## config.mk

```make
export PLATFORM = sky130hd
export DESIGN_NAME = exu_wbu
export DESIGN_NICKNAME = d
export VERILOG_FILES = /design/src/rtl/exu_wbu.sv
export SDC_FILE = /design/constraint.sdc
export NUM_CORES = 1
export LEC_CHECK = 0
export BUFFER_PORTS_ARGS = -buffer_cell sky130_fd_sc_hd__buf_2
export CAP_MARGIN = 15
export CORE_AREA = 10 10 282 284
export DETAILED_ROUTE_END_ITERATION = 10
export DIE_AREA = 0 0 292 294
export PLACE_DENSITY_LB_ADDON = 0.2
export SKIP_LAST_GASP = 1
export SLEW_MARGIN = 20
export SYNTH_ARGS = -nofsm -noshare
export SYNTH_HDL_FRONTEND = slang
export SYNTH_SLANG_ARGS = --single-unit
```

## constraint.sdc

```tcl
create_clock -name clock -period 7.6 [get_ports clock]
set_clock_uncertainty 0.2 [all_clocks]
set_input_delay 0 -clock clock [delete_from_list [all_inputs] [get_ports clock]]
set_output_delay 0 -clock clock [all_outputs]
set_load 0.01 [all_outputs]
```

## src/rtl/exu_wbu.sv

```systemverilog
// Writeback stage behind the execute unit: selects the result, runs loads/stores
// through the data-memory port, and drives the regfile write and front-end flush pulse.
module exu_wbu #(
  parameter int XLEN   = 64,
  parameter int LREG_W = 5
) (
  input  logic              clock,
  input  logic              reset,
  input  logic              in_valid,
  output logic              in_ready,
  input  logic [LREG_W-1:0] in_rd,
  input  logic              in_need_to_wb,
  input  logic              in_is_bju,
  input  logic              in_is_muldiv,
  input  logic              in_is_load,
  input  logic              in_is_store,
  input  logic              in_is_unsigned,
  input  logic [3:0]        in_ls_size,
  input  logic [XLEN-1:0]   in_ls_address,
  input  logic [XLEN-1:0]   in_store_data,
  input  logic [XLEN-1:0]   in_alu_result,
  input  logic [XLEN-1:0]   in_bju_result,
  input  logic [XLEN-1:0]   in_muldiv_result,
  input  logic              in_redirect_valid,
  input  logic [XLEN-1:0]   in_redirect_target,
  output logic              mem_req_valid,
  input  logic              mem_req_ready,
  output logic              mem_req_wen,
  output logic [XLEN-1:0]   mem_req_addr,
  output logic [XLEN-1:0]   mem_req_wdata,
  output logic [7:0]        mem_req_wmask,
  input  logic              mem_resp_valid,
  input  logic [XLEN-1:0]   mem_resp_rdata,
  output logic              wb_valid,
  output logic [LREG_W-1:0] wb_rd,
  output logic [XLEN-1:0]   wb_data,
  output logic              flush_valid,
  output logic [XLEN-1:0]   flush_target
);

  // state    | meaning
  // IDLE     | accepting beats; non-memory results written back next cycle
  // MEM_REQ  | memory request presented, waiting for mem_req_ready
  // MEM_WAIT | request accepted, waiting for mem_resp_valid
  typedef enum logic [1:0] {IDLE, MEM_REQ, MEM_WAIT} state_t;

  state_t state, state_nxt;

  logic              accept;
  logic              in_is_mem;
  logic [7:0]        mask_base;
  logic [XLEN-1:0]   sel_result;
  logic [XLEN-1:0]   rdata_shifted;
  logic [XLEN-1:0]   load_data;

  logic [LREG_W-1:0] rd_q;
  logic              need_wb_q;
  logic              load_q;
  logic              unsigned_q;
  logic [3:0]        size_q;
  logic [2:0]        off_q;
  logic              wen_q;
  logic [XLEN-1:0]   req_addr_q;
  logic [XLEN-1:0]   req_wdata_q;
  logic [7:0]        req_wmask_q;

  assign in_ready  = (state == IDLE);
  assign accept    = in_valid && in_ready;
  assign in_is_mem = in_is_load || in_is_store;

  assign mem_req_valid = (state == MEM_REQ);
  assign mem_req_wen   = wen_q;
  assign mem_req_addr  = req_addr_q;
  assign mem_req_wdata = req_wdata_q;
  assign mem_req_wmask = req_wmask_q;

  always_comb begin
    mask_base = 8'h00;
    if (in_ls_size[3])      mask_base = 8'hFF;
    else if (in_ls_size[2]) mask_base = 8'h0F;
    else if (in_ls_size[1]) mask_base = 8'h03;
    else if (in_ls_size[0]) mask_base = 8'h01;
  end

  always_comb begin
    sel_result = in_alu_result;
    if (in_is_bju)         sel_result = in_bju_result;
    else if (in_is_muldiv) sel_result = in_muldiv_result;
  end

  // Response data covers the aligned doubleword; bring the addressed bytes to bit 0.
  assign rdata_shifted = mem_resp_rdata >> {off_q, 3'b000};

  always_comb begin
    load_data = rdata_shifted;
    if (size_q[3]) begin
      load_data = rdata_shifted;
    end else if (size_q[2]) begin
      load_data = {{(XLEN-32){rdata_shifted[31] & ~unsigned_q}}, rdata_shifted[31:0]};
    end else if (size_q[1]) begin
      load_data = {{(XLEN-16){rdata_shifted[15] & ~unsigned_q}}, rdata_shifted[15:0]};
    end else if (size_q[0]) begin
      load_data = {{(XLEN-8){rdata_shifted[7] & ~unsigned_q}}, rdata_shifted[7:0]};
    end
  end

  always_ff @(posedge clock or posedge reset) begin
    if (reset) state <= IDLE;
    else       state <= state_nxt;
  end

  always_comb begin
    state_nxt = state;
    case (state)
      IDLE:     if (accept && in_is_mem) state_nxt = MEM_REQ;
      MEM_REQ:  if (mem_req_ready)       state_nxt = MEM_WAIT;
      MEM_WAIT: if (mem_resp_valid)      state_nxt = IDLE;
      default:                           state_nxt = IDLE;
    endcase
  end

  always_ff @(posedge clock or posedge reset) begin
    if (reset) begin
      rd_q         <= '0;
      need_wb_q    <= 1'b0;
      load_q       <= 1'b0;
      unsigned_q   <= 1'b0;
      size_q       <= '0;
      off_q        <= '0;
      wen_q        <= 1'b0;
      req_addr_q   <= '0;
      req_wdata_q  <= '0;
      req_wmask_q  <= '0;
      wb_valid     <= 1'b0;
      wb_rd        <= '0;
      wb_data      <= '0;
      flush_valid  <= 1'b0;
      flush_target <= '0;
    end else begin
      wb_valid    <= 1'b0;
      flush_valid <= 1'b0;
      if (accept) begin
        rd_q        <= in_rd;
        need_wb_q   <= in_need_to_wb;
        load_q      <= in_is_load;
        unsigned_q  <= in_is_unsigned;
        size_q      <= in_ls_size;
        off_q       <= in_ls_address[2:0];
        // A beat flagged as both load and store is handled as a load.
        wen_q       <= in_is_store && !in_is_load;
        req_addr_q  <= {in_ls_address[XLEN-1:3], 3'b000};
        req_wdata_q <= in_store_data << {in_ls_address[2:0], 3'b000};
        req_wmask_q <= mask_base << in_ls_address[2:0];
        flush_valid <= in_redirect_valid;
        if (in_redirect_valid) flush_target <= in_redirect_target;
        if (!in_is_mem) begin
          wb_valid <= in_need_to_wb && (in_rd != '0);
          wb_rd    <= in_rd;
          wb_data  <= sel_result;
        end
      end else if (state == MEM_WAIT && mem_resp_valid && load_q) begin
        wb_valid <= need_wb_q && (rd_q != '0);
        wb_rd    <= rd_q;
        wb_data  <= load_data;
      end
    end
  end

endmodule

```

==> results by group <==
Timing
  • Final period demand of the worst path: 3.83 ns
  • Max Freq: 0.261 GHz
  • Max-slew violations: 0
  • PnR worst setup slack: 3.77 ns
  • Max-slew headroom: 27.8%
  • Final Hold Violating Endpoints: 0
  • RSZ-0062 raised after global routing: no
  • # setup viols final: 0
  • Tcrit/Tclk final: 50.4%
  • Setup TNS: 0 ns
  • Slew @ Worst Pin: 1.08 ns

Logic synthesis
  • Area leader, netlist: dfrtp_1
  • EDFF count, synth: 0
  • Syn Area/Cell: 9.99 um^2
  • Post-synth ARST share: 100%
  • Synth area leaders: dfrtp_1, mux2i_1, nand2_1, mux4_2, mux2_2
  • Ys flop type: dfrtp_1
  • YS warnings: 0
  • Sequential-to-total area share from yosys stat: 44.8%
  • Netlist cell types: 62
  • Synthesized cell area: 16000 um^2
  • Synth top area share: 44.8%
  • FF+latch count, synth: 286
  • Mapped Cells: 1600

Detailed routing
  • DRC Markers: 0
  • DR vias/cell: 4.60
  • Routed WL per cell: 21.5 um
  • Via count: 17700
  • Detailed router's first-iteration violation count: 957
  • Routed WL: 82.6 mm
  • Antenna Nets Post-Route: 0
  • Detailed Routing Iterations Pass 1: 5

Floorplan
  • I/O pin cnt: 743
  • Placeable core area: 73900 um^2
  • Row cnt: 100
  • Die Ht: 294 um
  • Initial core utilization: 21.6%
  • Die X: 292 um
  • Die footprint: 85800 um^2

GRT
  • GRT overflow: 0
  • Initial antenna violation count: 28
  • Vias in the first global route: 19100
  • GRT Total Usage: 18.3%
  • Largest net degree at the start of global routing: 152
  • Wire length of the first global-routing pass: 122 mm

Place
  • Detailed Place HPWL: 62.4 mm
  • Place WS: 4.24 ns
  • RePlAce Congestion: 0.913
  • Port Buffers: 739
  • Placed cells: 3200
  • Placed cell area: 20600 um^2

Critical path
  • Crit end category: flop
  • Crit path launch type: flop
  • Worst Path Arrival: 4.06 ns
  • Critical path class: flop to flop
  • Critical Path Most Common Cell: buf_4
  • CP Cell Sequence: buf_4 > mux2i_1 > mux4_2 > and4bb_2 > a2111oi_4 > buf_4 > a221oi_1 > dlygate4sd3_1
  • Worst Reg-to-Reg Cells: 8
  • Worst path slowest cell: dlygate4sd3_1
  • Max FO, Critical Path: 64
  • Crit-path max cell delay: 0.61 ns
  • Critical path data required time: 7.82 ns

Hold path
  • Worst min path class: primary input to flop
  • Hold Path Depth: 4

Clocking
  • Total number of H-tree levels: 2
  • Cts bufs inserted: 39
  • Clk sinks: 286
  • Clk slew on worst S/H paths: 0.06 ns
  • CTS Root Cell: clkbuf_16
  • Clock Path Buffers: 3
  • Post-CTS Setup Bufs: 0
  • Clock Latency Late Sink: 0.55 ns
  • Hold-fix buffers, CTS: 547
  • Post-CTS sizing: 0
  • CTS tree: done

Run status
  • Status: complete, no violations

Layout
  • Util after Layout: 37.1%
  • Share of post-route cells with drive strength above 1: 35.6%
  • Non-filler cells, final: 3837
  • Final instance area: 27500 um^2
  • Nets: 3290
  • Area growth from synthesis to final layout: 71.8%
  • Fill count: 7393

Run
  • MaxCap Viol Count: 0

Pwr
  • Power Dens Cells: 320 nW/um^2
  • Maximum vdd drop: 161 uV
  • Leakage: 13.1 nW
## cell usage after synthesis, types with 2 or more instances
cell type and n:
mux2i_1 143, mux2_2 93, o21ai_0 96, nand2_1 370, buf_1 19, nor4_1 2
o2bb2ai_1 3, and3_1 8, a2bb2oi_1 8, a31oi_1 3, a22oi_1 10, a221oi_2 30
buf_4 4, inv_1 2, nand2b_1 4, a211oi_1 17, nand3b_1 10, nor3_1 48
nor2b_1 19, clkbuf_1 87, a222oi_1 2, dfrtp_1 286, nand3_1 31, o21ai_1 2
o22ai_1 17, a22o_1 27, a21oi_1 65, and2_1 4, nor2_1 77, buf_6 5
mux4_2 47, a221oi_1 11, buf_2 21
## flip-flops by register name, summed over array words and instances (netlist names)
signal         cells
flush_target      64
wb_valid           1
mem_req_addr      61
load_q             1
mem_req_wen        1
flush_valid        1
wb_data           64
size_q             4
unsigned_q         1
mem_req_wmask      8
wb_rd              5
state              2
rd_q               5
off_q              3
need_wb_q          1
mem_req_wdata     64
## area by class of cell
cell class / instances / area [um^2] / share of cell area [%]
tap: 969 / 1210 / 4.42
inverter: 3 / 15.0 / 0.0547
timing repair buffer: 1314 / 9420 / 34.3
sequential: 286 / 7160 / 26.1
antenna: 19 / 47.5 / 0.173
clock inverter: 12 / 165 / 0.602
clock buffer: 57 / 1160 / 4.24
multi-input combinational: 1177 / 8260 / 30.1
## kinds of logic after synthesis
group | share of synthesized area (%)
AO/OA/AOI/OAI | 13.7
multiplexers | 22.2
buffers and inverters | 3.76
other | 0.0235
AND/OR/NAND/NOR | 15.5
flip-flops | 44.8
## stage by stage
| stage | hold WS (ns) | total power [W] |
|---|---|---|
| final | 0.0222 | 0.00880 |
| after global routing | 0.0151 | 0.00937 |
| after CTS | 0.00106 | 0.00888 |
| after detailed placement | -0.190 | 0.00633 |
| after global placement | -0.182 | 0.00627 |
| after floorplan | -0.0946 | 0.00469 |
## power by group
part / switching [W] / leakage, nW / total [W] / internal [W]
clock network: 0.000736 / 0.656 / 0.00190 / 0.00117
registers: 0.000430 / 3.50 / 0.00266 / 0.00223
logic: 0.00226 / 8.92 / 0.00423 / 0.00198
total: 0.00342 / 13.1 / 0.00880 / 0.00538
## cell usage in the layout (no fill, tap or decap), types with 8 or more instances in the layout
| cell | count |
|---|---|
| a221oi_2 | 30 |
| nor2_1 | 77 |
| diode_2 | 19 |
| o21ai_0 | 96 |
| mux2i_1 | 143 |
| buf_4 | 27 |
| a21oi_1 | 64 |
| o22ai_1 | 17 |
| a22oi_1 | 10 |
| clkbuf_16 | 40 |
| a221oi_1 | 11 |
| clkbuf_8 | 10 |
| and3_1 | 8 |
| nor3_1 | 47 |
| nand3_1 | 31 |
| dlygate4sd3_1 | 548 |
| mux2_2 | 93 |
| mux4_2 | 47 |
| buf_2 | 737 |
| nor2b_1 | 19 |
| dfrtp_1 | 283 |
| nand3b_1 | 10 |
| a2bb2oi_1 | 8 |
| a22o_1 | 27 |
| a211oi_1 | 17 |
| nand2_1 | 369 |
## per-layer routing
layer  global-route usage [%]  share of wire, %
met1                     20.7                38
met3                     4.82               6.5
met2                     33.3                52
met5                        0              0.16
met4                     5.52               2.9
## final timing paths
kind / from / end / slack [ns]
setup / recovery: off_q[1] / wb_data[32] / 3.77
hold / removal: in_ls_address[18] / mem_req_addr[18] / 0.02
setup reg to reg: off_q[1] / wb_data[32] / 3.77
hold reg to reg: mem_req_addr[31] / mem_req_addr[31] / 0.27
max in group asynchronous: reset / wb_data[63] / 5.14
min in group asynchronous: reset / mem_req_addr[41] / 0.37
## worst max-delay path: cells and delay by family, from the launching register on
kind	cells	cell delay [ns]
simple gates	1	0.27
compound gates	2	0.35
buf+inv	3	1.70
flops	1	0.33
mux	2	0.79
Note: power is estimated with default switching activity, not from simulation.
